## src/rtl/xs3_display_scanner_if.sv

```systemverilog
// Capture/display bus between the Excess-3 adder stage and the display scanner.
// The master side supplies digits and strobes; the slave side drives the display pins and flags.
interface xs3_display_scanner_if #(
    parameter int DIGITS = 4
);
    logic [3:0]        digit_in;
    logic              cout_in;
    logic              load;
    logic              clear;
    logic [6:0]        seg;
    logic [DIGITS-1:0] an;
    logic              carry_led;
    logic              err;

    modport master (
        output digit_in, cout_in, load, clear,
        input  seg, an, carry_led, err
    );

    modport slave (
        input  digit_in, cout_in, load, clear,
        output seg, an, carry_led, err
    );
endinterface

```

## src/rtl/xs3_display_scanner.sv

```systemverilog
// Buffers Excess-3 sum digits and scans them onto an active-low common-anode 7-segment display.
// Optional build macro XS3_LEADING_BLANK_EN blanks leading zero digits above digit 0.
module xs3_display_scanner #(
    parameter int DIGITS      = 4,
    parameter int REFRESH_DIV = 50000,
    parameter int CNT_W       = 16
) (
    input  logic                  clk,
    input  logic                  rst_n,
    xs3_display_scanner_if.slave  bus
);

    localparam int               SEL_W     = (DIGITS > 1) ? $clog2(DIGITS) : 1;
    localparam logic [3:0]       XS3_ZERO  = 4'b0011;
    localparam logic [6:0]       SEG_ZERO  = 7'b1000000;
    localparam logic [6:0]       SEG_DASH  = 7'b0111111;
    localparam logic [CNT_W-1:0] CNT_LAST  = CNT_W'(REFRESH_DIV - 1);
    localparam logic [SEL_W-1:0] SEL_LAST  = SEL_W'(DIGITS - 1);
    localparam logic [DIGITS-1:0] AN_RESET = ~DIGITS'(1);

    // Codes outside 0011..1100 do not represent a decimal digit.
    function automatic logic is_invalid(input logic [3:0] code);
        return (code < 4'b0011) || (code > 4'b1100);
    endfunction

    function automatic logic [6:0] decode(input logic [3:0] code);
        logic [6:0] pattern;
        case (code)
            4'b0011: pattern = 7'b1000000;
            4'b0100: pattern = 7'b1111001;
            4'b0101: pattern = 7'b0100100;
            4'b0110: pattern = 7'b0110000;
            4'b0111: pattern = 7'b0011001;
            4'b1000: pattern = 7'b0010010;
            4'b1001: pattern = 7'b0000010;
            4'b1010: pattern = 7'b1111000;
            4'b1011: pattern = 7'b0000000;
            4'b1100: pattern = 7'b0010000;
            default: pattern = SEG_DASH;
        endcase
        return pattern;
    endfunction

    logic [3:0]       digit_buf_q [DIGITS];
    logic [3:0]       digit_buf_d [DIGITS];
    logic             any_invalid;
    logic             carry_q;
    logic             err_q;
    logic [CNT_W-1:0] cnt_q;
    logic [SEL_W-1:0] sel_q;
    logic [6:0]       seg_d;
    logic [6:0]       seg_q;
    logic [DIGITS-1:0] an_d;
    logic [DIGITS-1:0] an_q;

    // Next buffer contents: clear beats load, load shifts in at index 0.
    always_comb begin
        // NOTE: every output of a combinational block gets a default first so no latch is inferred.
        for (int i = 0; i < DIGITS; i++) begin
            digit_buf_d[i] = digit_buf_q[i];
        end
        if (bus.clear) begin
            for (int i = 0; i < DIGITS; i++) begin
                digit_buf_d[i] = XS3_ZERO;
            end
        end else if (bus.load) begin
            for (int i = DIGITS - 1; i >= 1; i--) begin
                digit_buf_d[i] = digit_buf_q[i-1];
            end
            digit_buf_d[0] = bus.digit_in;
        end
    end

    // err tracks the post-update buffer so it rises and falls on the same edge as the data.
    always_comb begin
        any_invalid = 1'b0;
        for (int i = 0; i < DIGITS; i++) begin
            any_invalid = any_invalid | is_invalid(digit_buf_d[i]);
        end
    end

    always_ff @(posedge clk or negedge rst_n) begin
        if (!rst_n) begin
            // NOTE: the digit buffer is a handful of flops, so it is reset like any other register.
            for (int i = 0; i < DIGITS; i++) begin
                digit_buf_q[i] <= XS3_ZERO;
            end
            carry_q <= 1'b0;
            err_q   <= 1'b0;
        end else begin
            // NOTE: sequential state uses non-blocking assignments so all flops update together.
            for (int i = 0; i < DIGITS; i++) begin
                digit_buf_q[i] <= digit_buf_d[i];
            end
            if (bus.clear) begin
                carry_q <= 1'b0;
            end else if (bus.load) begin
                carry_q <= bus.cout_in;
            end
            err_q <= any_invalid;
        end
    end

    // Prescaler free-runs; capture and clear never disturb the scan position.
    always_ff @(posedge clk or negedge rst_n) begin
        if (!rst_n) begin
            cnt_q <= '0;
            sel_q <= '0;
        end else if (cnt_q == CNT_LAST) begin
            cnt_q <= '0;
            sel_q <= (sel_q == SEL_LAST) ? '0 : sel_q + 1'b1;
        end else begin
            cnt_q <= cnt_q + 1'b1;
        end
    end

`ifdef XS3_LEADING_BLANK_EN
    localparam logic [6:0] SEG_BLANK = 7'b1111111;
    logic [DIGITS-1:0] blank;
    logic              zero_run;

    // A digit is blank when it and everything above it is an Excess-3 zero; digit 0 never blanks.
    always_comb begin
        blank    = '0;
        zero_run = 1'b1;
        for (int i = DIGITS - 1; i >= 1; i--) begin
            zero_run = zero_run && (digit_buf_q[i] == XS3_ZERO);
            blank[i] = zero_run;
        end
    end

    always_comb begin
        seg_d = blank[sel_q] ? SEG_BLANK : decode(digit_buf_q[sel_q]);
        an_d  = ~(DIGITS'(1) << sel_q);
    end
`else
    always_comb begin
        seg_d = decode(digit_buf_q[sel_q]);
        an_d  = ~(DIGITS'(1) << sel_q);
    end
`endif

    // Anode and segment registers move together so the display never shows a mixed frame.
    always_ff @(posedge clk or negedge rst_n) begin
        if (!rst_n) begin
            seg_q <= SEG_ZERO;
            an_q  <= AN_RESET;
        end else begin
            seg_q <= seg_d;
            an_q  <= an_d;
        end
    end

    assign bus.seg       = seg_q;
    assign bus.an        = an_q;
    assign bus.carry_led = carry_q;
    assign bus.err       = err_q;

endmodule

```

## src/flat_wrapper.sv

```systemverilog
// flat-port wrapper written by rule: the top's interface ports become plain ports
module xs3_display_scanner_flat 
#(
    parameter int DIGITS      = 4,
    parameter int REFRESH_DIV = 50000,
    parameter int CNT_W       = 16
)
  (clk, rst_n, bus_digit_in, bus_cout_in, bus_load, bus_clear, bus_seg, bus_an, bus_carry_led, bus_err);
  xs3_display_scanner_if #(.DIGITS(DIGITS)) bus_i ();
  input  logic clk;
  input  logic rst_n;
  input wire logic [$bits(bus_i.digit_in)-1:0] bus_digit_in;
  input wire logic [$bits(bus_i.cout_in)-1:0] bus_cout_in;
  input wire logic [$bits(bus_i.load)-1:0] bus_load;
  input wire logic [$bits(bus_i.clear)-1:0] bus_clear;
  output wire logic [$bits(bus_i.seg)-1:0] bus_seg;
  output wire logic [$bits(bus_i.an)-1:0] bus_an;
  output wire logic [$bits(bus_i.carry_led)-1:0] bus_carry_led;
  output wire logic [$bits(bus_i.err)-1:0] bus_err;
  assign bus_i.digit_in = bus_digit_in;
  assign bus_i.cout_in = bus_cout_in;
  assign bus_i.load = bus_load;
  assign bus_i.clear = bus_clear;
  assign bus_seg = bus_i.seg;
  assign bus_an = bus_i.an;
  assign bus_carry_led = bus_i.carry_led;
  assign bus_err = bus_i.err;
  xs3_display_scanner #(.DIGITS(DIGITS), .REFRESH_DIV(REFRESH_DIV), .CNT_W(CNT_W)) u_core (.clk(clk), .rst_n(rst_n), .bus(bus_i));
endmodule
```

## config.mk

```make
export PLATFORM = sky130hd
export DESIGN_NAME = xs3_display_scanner_flat
export DESIGN_NICKNAME = d
export VERILOG_FILES = /design/src/rtl/xs3_display_scanner_if.sv /design/src/rtl/xs3_display_scanner.sv /design/src/flat_wrapper.sv
export SDC_FILE = /design/constraint.sdc
export NUM_CORES = 1
export LEC_CHECK = 0
export BUFFER_PORTS_ARGS = -buffer_cell sky130_fd_sc_hd__buf_2
export CORE_ASPECT_RATIO = 1.4
export CORE_MARGIN = 2
export CORE_UTILIZATION = 58
export DETAILED_ROUTE_END_ITERATION = 6
export PLACE_DENSITY = 0.83
export SLEW_MARGIN = 30
export SYNTH_ARGS = -nofsm -noshare
export SYNTH_HDL_FRONTEND = slang
export SYNTH_SLANG_ARGS = --single-unit
```

## constraint.sdc

```tcl
create_clock -name clk -period 2.1 [get_ports clk]
set_input_delay 0.21 -clock clk [delete_from_list [all_inputs] [get_ports clk]]
set_output_delay 0.21 -clock clk [all_outputs]
set_load 0.02 [all_outputs]
```

Yosys cells after proc, flatten, opt, wreduce, memory -nomap -nowiden
Memory sizes are Yosys's and may differ from the RTL's. A register that Yosys moved wholly into a read port is not among the register bits.
Index checks and enable logic that the tools add are counted.

cells by class
  $add $sub $neg = 2
  magnitude comparators = 9
  equal/unequal tests = 2
  shift-type cells = 1
  multiplexer cells = 9
  bitwise gates (word level) = 5
  reduce and logical (&&, ||, !) cells = 6

operators by type and width
  kind                   number
  $mux 16                3
  $add 16x1->16 const B  1
  $eq 16x16->1 const B   1
  $gt 4x4->1 const B     4
  $lt 4x2->1 const B     4
  $bmux 4 s2             1
  $mux 4                 2
  $logic_or 1x1->1       4
  $not 4->4              1
  $shl 1x2->4 const A    1
  $ge 3x3->1 const B     1
  $not 2->3              1
  $or 1x1->1             3
  $add 2x1->2 const B    1
  $eq 2x2->1 const B     1
  $mux 1                 2
  $mux 2                 1
  $reduce_bool 2->1      1
  $logic_not 1->1        1

storage, ports and cells
  register bits = 40
  ROM bits = 112
  output and inout bits = 13
  word-level logic and storage cells = 44
  memories kept = 1

memories
  memory            depth  width  rd ports  clocked after Yosys merged registers in  wr ports  line                       RTL
  (name not given)  16     7      1         1                                        0         xs3_display_scanner.sv:28  case (code)

Depth between registers and ports, before layout
Gate-level depths: netlist (run 1).

  word-level depth = 7
  mapped depth = 7
  gate-level depth less buffers = 6

Worst setup path after synthesis (run 1)
OpenSTA, ideal clock, no wires.

  kind = reg-to-reg
  start point = register u_core.sel_q[1]
  end point = register u_core.seg_q[1], in the netlist u_core.bus.seg[1]
  setup time = 74 ps
  data arrival time = 1753 ps
  required time = 2026 ps
  path slack = 273 ps
  cell stages (with the launch flop) = 6
  buffers on the path = 1
  cell sequence = dfrtp_1 buf_6 mux4_1 ha_1 mux2_4 o21ai_2

between the ends
  longest elaborated chain between the ends = 4

ends and longest elaborated chain
  what                                        line                        RTL
  from (decl)                                 xs3_display_scanner.sv:50   logic [SEL_W-1:0] sel_q;
  from (signal assigned)                      xs3_display_scanner.sv:111  sel_q <= (sel_q == SEL_LAST) ? '0 : sel_q + 1'b1;
  $not 2->3 (implied by the code)             xs3_display_scanner.sv:138  seg_d = decode(digit_buf_q[sel_q]);
  $bmux 4 s2                                  xs3_display_scanner.sv:138
  $mux 4 (implied by the code) (2 in series)  xs3_display_scanner.sv:138
  to (decl)                                   xs3_display_scanner.sv:52   logic [6:0] seg_q;

Every way passes these cells. The select of a mux whose other input is x is not followed.
A chain may end at the register's enable or synchronous reset.

Worst setup path after layout (run 1)
  start point = register u_core.sel_q[1]
  end point = register u_core.seg_q[3], in the netlist u_core.bus.seg[3]

Same word-level chain as after synthesis.

==> flow_summary.ini, run 1 <==
[layout]
nets = 252
drive_gt1_share_pct = 22.6
diodes = 0
syn_to_final_growth_pct = 12.5
fill_cells = 279

[floorplan]
fp.coreArea_mm2 = 0.00392
die_height_um = 79.7
start_util_pct = 60.6
num_rows = 27
die_area_mm2 = 0.00463
fp.dieW_um = 58.1
io_pins = 22

[route]
antenna_left = 0
via_per_inst = 5.82
routedWlPerCell_um = 14.3
first_pass_iters = 4
drc = 0
wirelength_um = 3950
vias = 1612
initialDrtViolationCount = 44

[setup_path]
crit_start = u_core.sel_q[1]
r2r-end = u_core.bus.seg[3]
r2r_slack_ns = 0.33
r2r_start = u_core.sel_q[1]
path_buf_inv = 1
crit_fanout = 6
crit_type = flip-flop to flip-flop
start_kind = flip-flop
cp_slowest_stage_delay_ns = 0.66
crit_chain = mux4_1, inv_1, ha_1, mux2i_1, nand2_1, o21ai_0
cp_slowest_cell = mux4_1
cp.arrival_ns = 1.99
r2r_cells = 6
worstSetupEndpoint = u_core.bus.seg[3]
cp.required_ns = 2.32
endpoint_kind = flip-flop
cp_num_cells = 6
critPathTopFamily = multiplexers

[logic_synthesis]
ys_types = 40
synth.yosys.seq_area_share_pct = 50.2
syn_inst = 209
synth_edf_count = 0
ys_ff_latch = 47
synth_fp_nets = 228
postSynth.asyncResetShare_pct = 100
ys.flop_type = dfrtp_1
yosys_warnings = 0
synth_top_cell_area_share_pct = 36.9
syn_avg_cell_area_um2 = 11.4
syn_area_mm2 = 0.00237
netlist.top_cell.by_area = dfrtp_1
synthTopCellsByArea = dfrtp_1, dfstp_2, mux2i_1

[sta]
fmax_mhz = 564
tightestPinTransition_ns = 0.488
slew_headroom_pct = 67.1
period_needed_ns = 1.77
finalCritPeriodShare_pct = 84.4
finalHoldViolations = 0
fin_ws_ns = 0.328
finalSetupViolCount = 0
skew_ns = 0.00567
rsz0062_at_grt = false
slew_viol_final = 0
tns_ns = 0

[clock_tree]
clk_pin_slew_ns = 0.08
clockBufferDepth = 2
cts_resized = 0
cts_inserted_buffers = 5
cts_setup_buffers = 0
hold_buffers = 1
cts-root-buf = clkbuf_8
cts_sinks = 47
clock_latency_ns = 0.30
cts_tree = yes
htree_levels = 2

[power_and_ir_drop]
pwr_density_cell_mw_per_mm2 = 728
power.leakage_nw = 1.23
vdd_drop_max_uv = 656
power_w = 0.00195

[placement]
dpl.hpwl_um = 2770
gp_congestion = 0.822
numPortBuffers = 21
place_ws_ns = 0.334

[run_status]
status = finished clean

[hold_path]
hold_class = primary input to flip-flop

[job]
drv_cap = 0

[grt]
antenna_found_initial = 0
grt_use_total_pct = 19.3
grt.overflow.total = 0
grt_max_degree = 48
grt_pass1_vias = 1556
grt_pass1_wl_um = 6790
cell usage in the layout (no fill, tap or decap), types with 8 or more instances in the layout:
cell	count
a211o_1	10
buf_2	21
dfrtp_1	35
dfstp_2	12
ha_1	10
inv_1	10
mux2i_1	14
nand2_1	9
nand3_1	8
nor2_1	22
nor2b_1	10
xor2_1	8
area by class of cell:
cell class	count	area [um2]	area share (%)
Clock buffer	5	68.8	2.58
Clock inverter	3	67.6	2.53
Inverter	10	37.5	1.41
Multi-Input combinational cell	142	1090	40.7
Sequential cell	47	1190	44.6
Tap cell	43	53.8	2.01
Timing Repair Buffer	27	165	6.18
routing by layer:
layer  global-route usage [%]  vias to the layer above  wire [um]
met4                     7.91                        0         65
met3                     4.54                        7        172
li1                         -                      793          -
met1                     22.2                      768       1730
met2                     33.8                       44       1990
met5                        0                        -          0
sequential cells by signal, summed over array words and instances, names as in the netlist:
register and cells:
u_core.bus.an 4, u_core.bus.carry_led 1, u_core.bus.err 1, u_core.bus.seg 7, u_core.cnt_q 16, u_core.digit_buf_q 16
u_core.sel_q 2
cell families after synthesis:
logic type | after synthesis | share of synthesized area [%]
and+or+nand+nor | 68 | 14.5
DFF | 47 | 50.2
AOI/OAI and AO/OA | 29 | 9.38
muxes | 21 | 11.4
buffers and inverters | 20 | 4.01
xor gates and xnor gates | 14 | 5.17
adders and majority gates | 10 | 5.27
metrics by stage:
step	hold WS (ns)	cells	instance area [um2]	utilization, %
floorplan	-0.0856	209	2370	-
global placement	0.204	268	2520	64.4
finish	0.150	277	2670	68.2
global route	0.148	277	2670	68.2
detailed placement	0.208	268	2520	64.4
CTS	0.144	277	2670	68.2
worst min-delay path by stage:
| stage | cells past startpoint | slack [ns] | end | from |
|---|---|---|---|---|
| 6_report | 2 | 0.15 | u_core.digit_buf_q[13] | bus_digit_in[1] |
| 5_1_grt | 2 | 0.15 | u_core.digit_buf_q[12] | bus_digit_in[0] |
| 4_1_cts | 2 | 0.14 | u_core.digit_buf_q[12] | bus_digit_in[0] |
| 3_5_place_dp | 2 | 0.21 | u_core.digit_buf_q[7] | rst_n |
| 3_3_place_gp | 2 | 0.20 | u_core.digit_buf_q[7] | rst_n |
| 2_1_floorplan | 0 | -0.09 | u_core.bus.an[0] | rst_n |
synthesized netlist by cell type (2+ instances only):
| master | count |
|---|---|
| dfrtp_1 | 35 |
| nor2_1 | 22 |
| mux2i_1 | 14 |
| dfstp_2 | 12 |
| a211o_1 | 10 |
| ha_1 | 10 |
| inv_1 | 10 |
| nor2b_1 | 10 |
| nand2_1 | 9 |
| nand3_1 | 8 |
| xor2_1 | 8 |
| xnor2_1 | 6 |
| nand4_1 | 4 |
| nor3_1 | 4 |
| o311ai_0 | 4 |
| and4_1 | 3 |
| buf_2 | 3 |
| clkbuf_1 | 3 |
| mux4_2 | 3 |
| nor4_1 | 3 |
| o21ai_0 | 3 |
| a211oi_1 | 2 |
| a21oi_1 | 2 |
| buf_6 | 2 |
| mux2_2 | 2 |
| nand3b_1 | 2 |
| o211ai_1 | 2 |
power breakdown:
group	switching, W	internal [W]
clock	0.000295	0.000474
combinational	0.000118	0.0000827
sequential	0.0000254	0.000950
Note: power is estimated with default switching activity, not from simulation.
==> run 2: changes to the inputs <==
CORE_UTILIZATION = 53   (was 58)
PLACE_DENSITY = 0.8   (was 0.83)
clock period = 1.6 ns   (was 2.1 ns; I/O delays follow)
==> run 2 against run 1 <==
The run now ends with setup timing left; via count grew 7.0%; maximum frequency up 3.0%; setup slack worse by 0.45 ns; largest cell class unchanged.
==> flow_summary.ini, run 2 (synthesis results as in run 1) <==
[power_and_ir_drop]
power.leakage_nw = 1.34
seqPwrFrac_pct = 48.1
clockPowerShare_pct = 39.3
comb_power_share_pct = 12.7
pwr_density_cell_mw_per_mm2 = 905
vdd_drop_max_uv = 545
internal_power_w = 0.00202
p_sw_w = 0.000617
p_sw_share_pct = 23.4

[sta]
slew_viol_final = 0
tns_ns = -0.518
slew_headroom_pct = 62.5
finalCritPeriodShare_pct = 108
skew_ns = 0.0100
period_needed_ns = 1.72
fin_ws_ns = -0.121
finalSetupViolCount = 7
rsz0062_at_grt = true
fmax_mhz = 581
tightestPinTransition_ns = 0.562
finalHoldViolations = 0

[grt]
antenna_found_initial = 0
grt_use_total_pct = 19.3
grt_pass1_vias = 1663
grt.overflow.total = 0
grt_max_degree = 48
grt_pass1_wl_um = 7560

[route]
wirelength_um = 4530
drc = 0
initialDrtViolationCount = 118
via_per_inst = 5.44
first_pass_iters = 4
routedWlPerCell_um = 14.3
antenna_left = 0
vias = 1725

[clock_tree]
cts_sinks = 47
cts-root-buf = clkbuf_8
cts_inserted_buffers = 5
cts_tree = yes
clockBufferDepth = 2
clk_pin_slew_ns = 0.09
htree_levels = 2
clock_latency_ns = 0.30

[layout]
drive_gt1_share_pct = 32.7
final_common_cell = dfrtp_1
fin_cells = 317
mostFrequentLayoutCells = dfrtp_1, buf_4, nor2_1, buf_2, mux2i_1
syn_to_final_growth_pct = 22.6
design_area_mm2 = 0.00291
fill_cells = 327
nets = 275
diodes = 0

[job]
drv_cap = 0

[placement]
placed_cells = 305
gp_congestion = 0.816
dpl.hpwl_um = 3230
placed_cell_area_mm2 = 0.00272
numPortBuffers = 21

[setup_path]
crit_fanout = 4
critPathTopFamily = multiplexers
r2r-end = u_core.bus.seg[3]
endpoint_kind = flip-flop
r2r_start = u_core.sel_q[1]
cp.required_ns = 1.83
crit_type = flip-flop to flip-flop
r2r_cells = 6
cp.arrival_ns = 1.95
cp_slowest_cell = mux4_2
path_buf_inv = 1
cp_slowest_stage_delay_ns = 0.59
start_kind = flip-flop
r2r_slack_ns = -0.12
crit_chain = mux4_2, inv_2, ha_4, mux2i_1, nand2_1, o21ai_1

[floorplan]
start_util_pct = 55.5
die_area_mm2 = 0.00504
die_height_um = 83.2
io_pins = 22
fp.coreArea_mm2 = 0.00427
fp.dieW_um = 60.6
num_rows = 28

[hold_path]
hold_class = primary input to flip-flop
hold_end = u_core.digit_buf_q[13]
hold_start = bus_digit_in[1]
min_path_cells = 2

[run_status]
violations = setup timing
status = finished with violations
## run 2: cell count changes in the layout (fill, tap and decap cells not counted)
cell	previous run	this run
ha_1	10	7
inv_2	0	2
mux4_2	3	4
nor4_2	0	2
ha_4	0	2
mux4_1	1	0
o21ai_1	1	2
inv_1	10	8
nor4_1	3	1
o21ai_0	3	2
buf_6	0	2
ha_2	0	1
buf_4	4	25
## run 2: area by class of cell
type | instances | area, um2 | share of cell area, %
Multi-Input combinational cell | 142 | 1120 | 38.6
Clock inverter | 3 | 67.6 | 2.32
Clock buffer | 5 | 68.8 | 2.37
Sequential cell | 47 | 1190 | 40.9
Inverter | 10 | 37.5 | 1.29
Tap cell | 60 | 75.1 | 2.58
Timing Repair Buffer | 50 | 345 | 11.9
## run 2: power by group through the flow
stage               Combinational, W  Clock (W)  Sequential (W)
global placement            0.000314          0         0.00129
CTS                         0.000327    0.00105         0.00127
finish                      0.000333    0.00103         0.00127
global route                0.000367    0.00109         0.00127
detailed placement          0.000325          0         0.00129
floorplan                   0.000146          0         0.00133
## run 2: layer usage
| layer | GRT usage, % | vias up | wire, um |
|---|---|---|---|
| met5 | 0 | - | 0 |
| met4 | 6.32 | 0 | 88 |
| li1 | - | 836 | - |
| met1 | 25.8 | 835 | 1890 |
| met3 | 4.52 | 8 | 204 |
| met2 | 30.4 | 46 | 2350 |
## run 2: repair_timing
action / in CTS / in global routing
resized for setup: 1 / 4
endpoints found under the setup margin: 7 / 9
hold endpoints to repair: 35 / 0
cloned: 0 / 0
hold buffers: 1 / 0
pin swaps: 1 / 2
setup buffers: 1 / 3
## run 2: how the worst max path moves through the flow
| stage | slack, ns | depth (start not counted) | end | startpoint |
|---|---|---|---|---|
| CTS | -0.1 | 4 | u_core.bus.seg[1] | u_core.sel_q[1] |
| floorplan | -0.12 | 5 | u_core.bus.seg[1] | u_core.sel_q[0] |
| finish | -0.12 | 6 | u_core.bus.seg[3] | u_core.sel_q[1] |
| detailed placement | -0.08 | 6 | u_core.bus.seg[3] | u_core.sel_q[1] |
| global placement | -0.02 | 4 | u_core.bus.seg[1] | u_core.sel_q[1] |
| global route | -0.21 | 6 | u_core.bus.seg[3] | u_core.sel_q[1] |
## run 2: per-stage QoR
| stage | hold slack [ns] | setup WS (ns) | util (%) | power (W) |
|---|---|---|---|---|
| final | 0.102 | -0.121 | 68.1 | 0.00263 |
| after global routing | 0.113 | -0.207 | 68.1 | 0.00273 |
| after CTS | 0.0966 | -0.0994 | 67.1 | 0.00264 |
| after detailed placement | 0.276 | -0.0770 | 63.6 | 0.00161 |
| after global placement | 0.276 | -0.0212 | 63.6 | 0.00160 |
| after floorplan | -0.136 | -0.121 | - | 0.00148 |
## run 2: worst reg2reg max path, delay by kind of cell (launching register included)
family          cells  cell delay, ns
simple gates        1            0.10
compound gates      1            0.09
mux                 2            0.73
buf+inv             1            0.11
flops               1            0.43
fa+ha+maj           1            0.19
==> run 3: changes to the inputs <==
CORE_UTILIZATION = 55   (was 53)
CTS_BUF_LIST = sky130_fd_sc_hd__clkbuf_4 sky130_fd_sc_hd__clkbuf_8   (was default)
PLACE_DENSITY = 0.83   (was 0.8)
==> run 3 against run 2 <==
Combinational power hardly changed; the flow still finishes with violations (setup timing); count of clock-buffer cells in the layout unchanged; via count decreased by 0.29%; register-to-register slack better by 0.07 ns; highest routed layer unchanged; final cell count decreased by 4.4%; critical path depth decreased by 2; first-iteration DRC count fell by 54%; total power shrank 12%.
==> flow_summary.ini, run 3 (synthesis results as in run 1) <==
[power_and_ir_drop]
pwr_density_cell_mw_per_mm2 = 813
vdd_drop_max_uv = 524
power.leakage_nw = 1.33

[sta]
tightestPinTransition_ns = 0.496
period_needed_ns = 1.65
slew_headroom_pct = 67.0
finalSetupViolCount = 4
finalCritPeriodShare_pct = 103
tns_ns = -0.119
fmax_mhz = 605
fin_ws_ns = -0.0535
rsz0062_at_grt = true
hold_ws_ns = 0.106
skew_ns = 0.00606
slew_viol_final = 0
finalHoldViolations = 0

[layout]
final_common_cell = dfrtp_1
syn_to_final_growth_pct = 19.6
drive_gt1_share_pct = 32.2
diodes = 0
mostFrequentLayoutCells = dfrtp_1, buf_4, nor2_1, buf_2, mux2i_1
fin_cells = 303
nets = 276
fill_cells = 303
fin_util_pct = 67.5

[setup_path]
cp.arrival_ns = 1.88
crit_fanout = 7
cp.required_ns = 1.83
start_kind = flip-flop
crit_type = flip-flop to flip-flop
endpoint_kind = flip-flop

[floorplan]
num_rows = 28
io_pins = 22
fp.coreArea_mm2 = 0.00420
fp.dieW_um = 59.5
die_height_um = 81.7
die_area_mm2 = 0.00486
start_util_pct = 56.5

[grt]
grt_pass1_vias = 1634
grtUsageMet2_pct = 34.3
grt_pass1_wl_um = 7170
grt-busiest-layer = met2
met3_usage_pct = 4.41
grt_use_total_pct = 19.7
antenna_found_initial = 0
grt_max_degree = 48
grt_use_met1_pct = 23.5
grt.overflow.total = 0

[run_status]
status = finished with violations
violations = setup timing

[placement]
numPortBuffers = 21
place_ws_ns = -0.0627
gp_congestion = 0.831
dpl.hpwl_um = 3140
placed_cells = 292

[clock_tree]
cts_inserted_buffers = 5
clock_latency_ns = 0.30
cts-root-buf = clkbuf_8
clk_pin_slew_ns = 0.09
cts_sinks = 47
htree_levels = 2
clockBufferDepth = 2
cts_tree = yes

[job]
drv_cap = 0

[route]
first_pass_iters = 4
initialDrtViolationCount = 54
wirelength_um = 4390
drc = 0
via_per_inst = 5.68
routedWlPerCell_um = 14.5
vias = 1720
antenna_left = 0

[hold_path]
hold_class = primary input to flip-flop
run 3: cell types whose count changed in the layout (fill, tap and decap cells not counted):
| cell | delta |
|---|---|
| ha_2 | -1 |
| clkinv_2 | +2 |
| nor4_1 | +2 |
| ha_4 | +1 |
| buf_4 | +3 |
| nor4_2 | -2 |
| clkinvlp_4 | -1 |
| inv_6 | +1 |
| buf_6 | -2 |
| bufinv_16 | -2 |
run 3: final timing paths:
kind / start / endpoint / slack, ns / cells past startpoint
max in group asynchronous: rst_n / u_core.bus.an[2] / 0.96 / 3
setup reg to reg: u_core.sel_q[1] / u_core.bus.seg[1] / -0.05 / 4
hold / removal: bus_digit_in[0] / u_core.digit_buf_q[12] / 0.11 / 2
hold reg to reg: u_core.cnt_q[11] / u_core.cnt_q[11] / 0.51 / 1
min in group asynchronous: rst_n / u_core.bus.carry_led / 0.37 / 3
setup / recovery: u_core.sel_q[1] / u_core.bus.seg[1] / -0.05 / 4
run 3: metrics by stage:
stage | instance area, um2 | total power [W]
floorplan | 2400 | 0.00148
global placement | 2710 | 0.00161
detailed placement | 2710 | 0.00162
CTS | 2830 | 0.00233
global route | 2840 | 0.00241
finish | 2840 | 0.00231
run 3: report_power, final:
group / switching [W] / internal (W) / leakage, nW
registers: 0.0000202 / 0.00125 / 0.586
logic: 0.000187 / 0.000149 / 0.695
clock network: 0.000399 / 0.000308 / 0.0483
run 3: area by class of cell:
type	instances	area [um2]	share of cell area, %
clock buffers	5	68.8	2.42
inverters	10	37.5	1.32
flip-flops and latches	47	1190	42.0
multi-input cells	142	1120	39.5
repair buffers	51	345	12.2
well taps	45	56.3	1.98
clock inverters	3	18.8	0.661
run 3: repair_timing:
action / in CTS / in global routing
gates cloned: 0 / 0
setup endpoints to repair: 4 / 7
hold buffers: 1 / 0
pin swaps: 4 / 0
gates resized for setup: 0 / 2
buffers inserted: 2 / 1
hold endpoints to repair: 35 / 0
run 3: metal layers:
layer  share of wire [%]  routed length [um]
met1                  41                1810
met5                   0                   0
met4                 1.9                  82
met3                 4.2                 184
met2                  53                2310
run 3: critical path: stages, from the launching register on:
cell and delay [ns]:
dfrtp_1 0.39, buf_4 0.14, mux4_2 0.59, mux2_4 0.34
o21ai_2 0.13
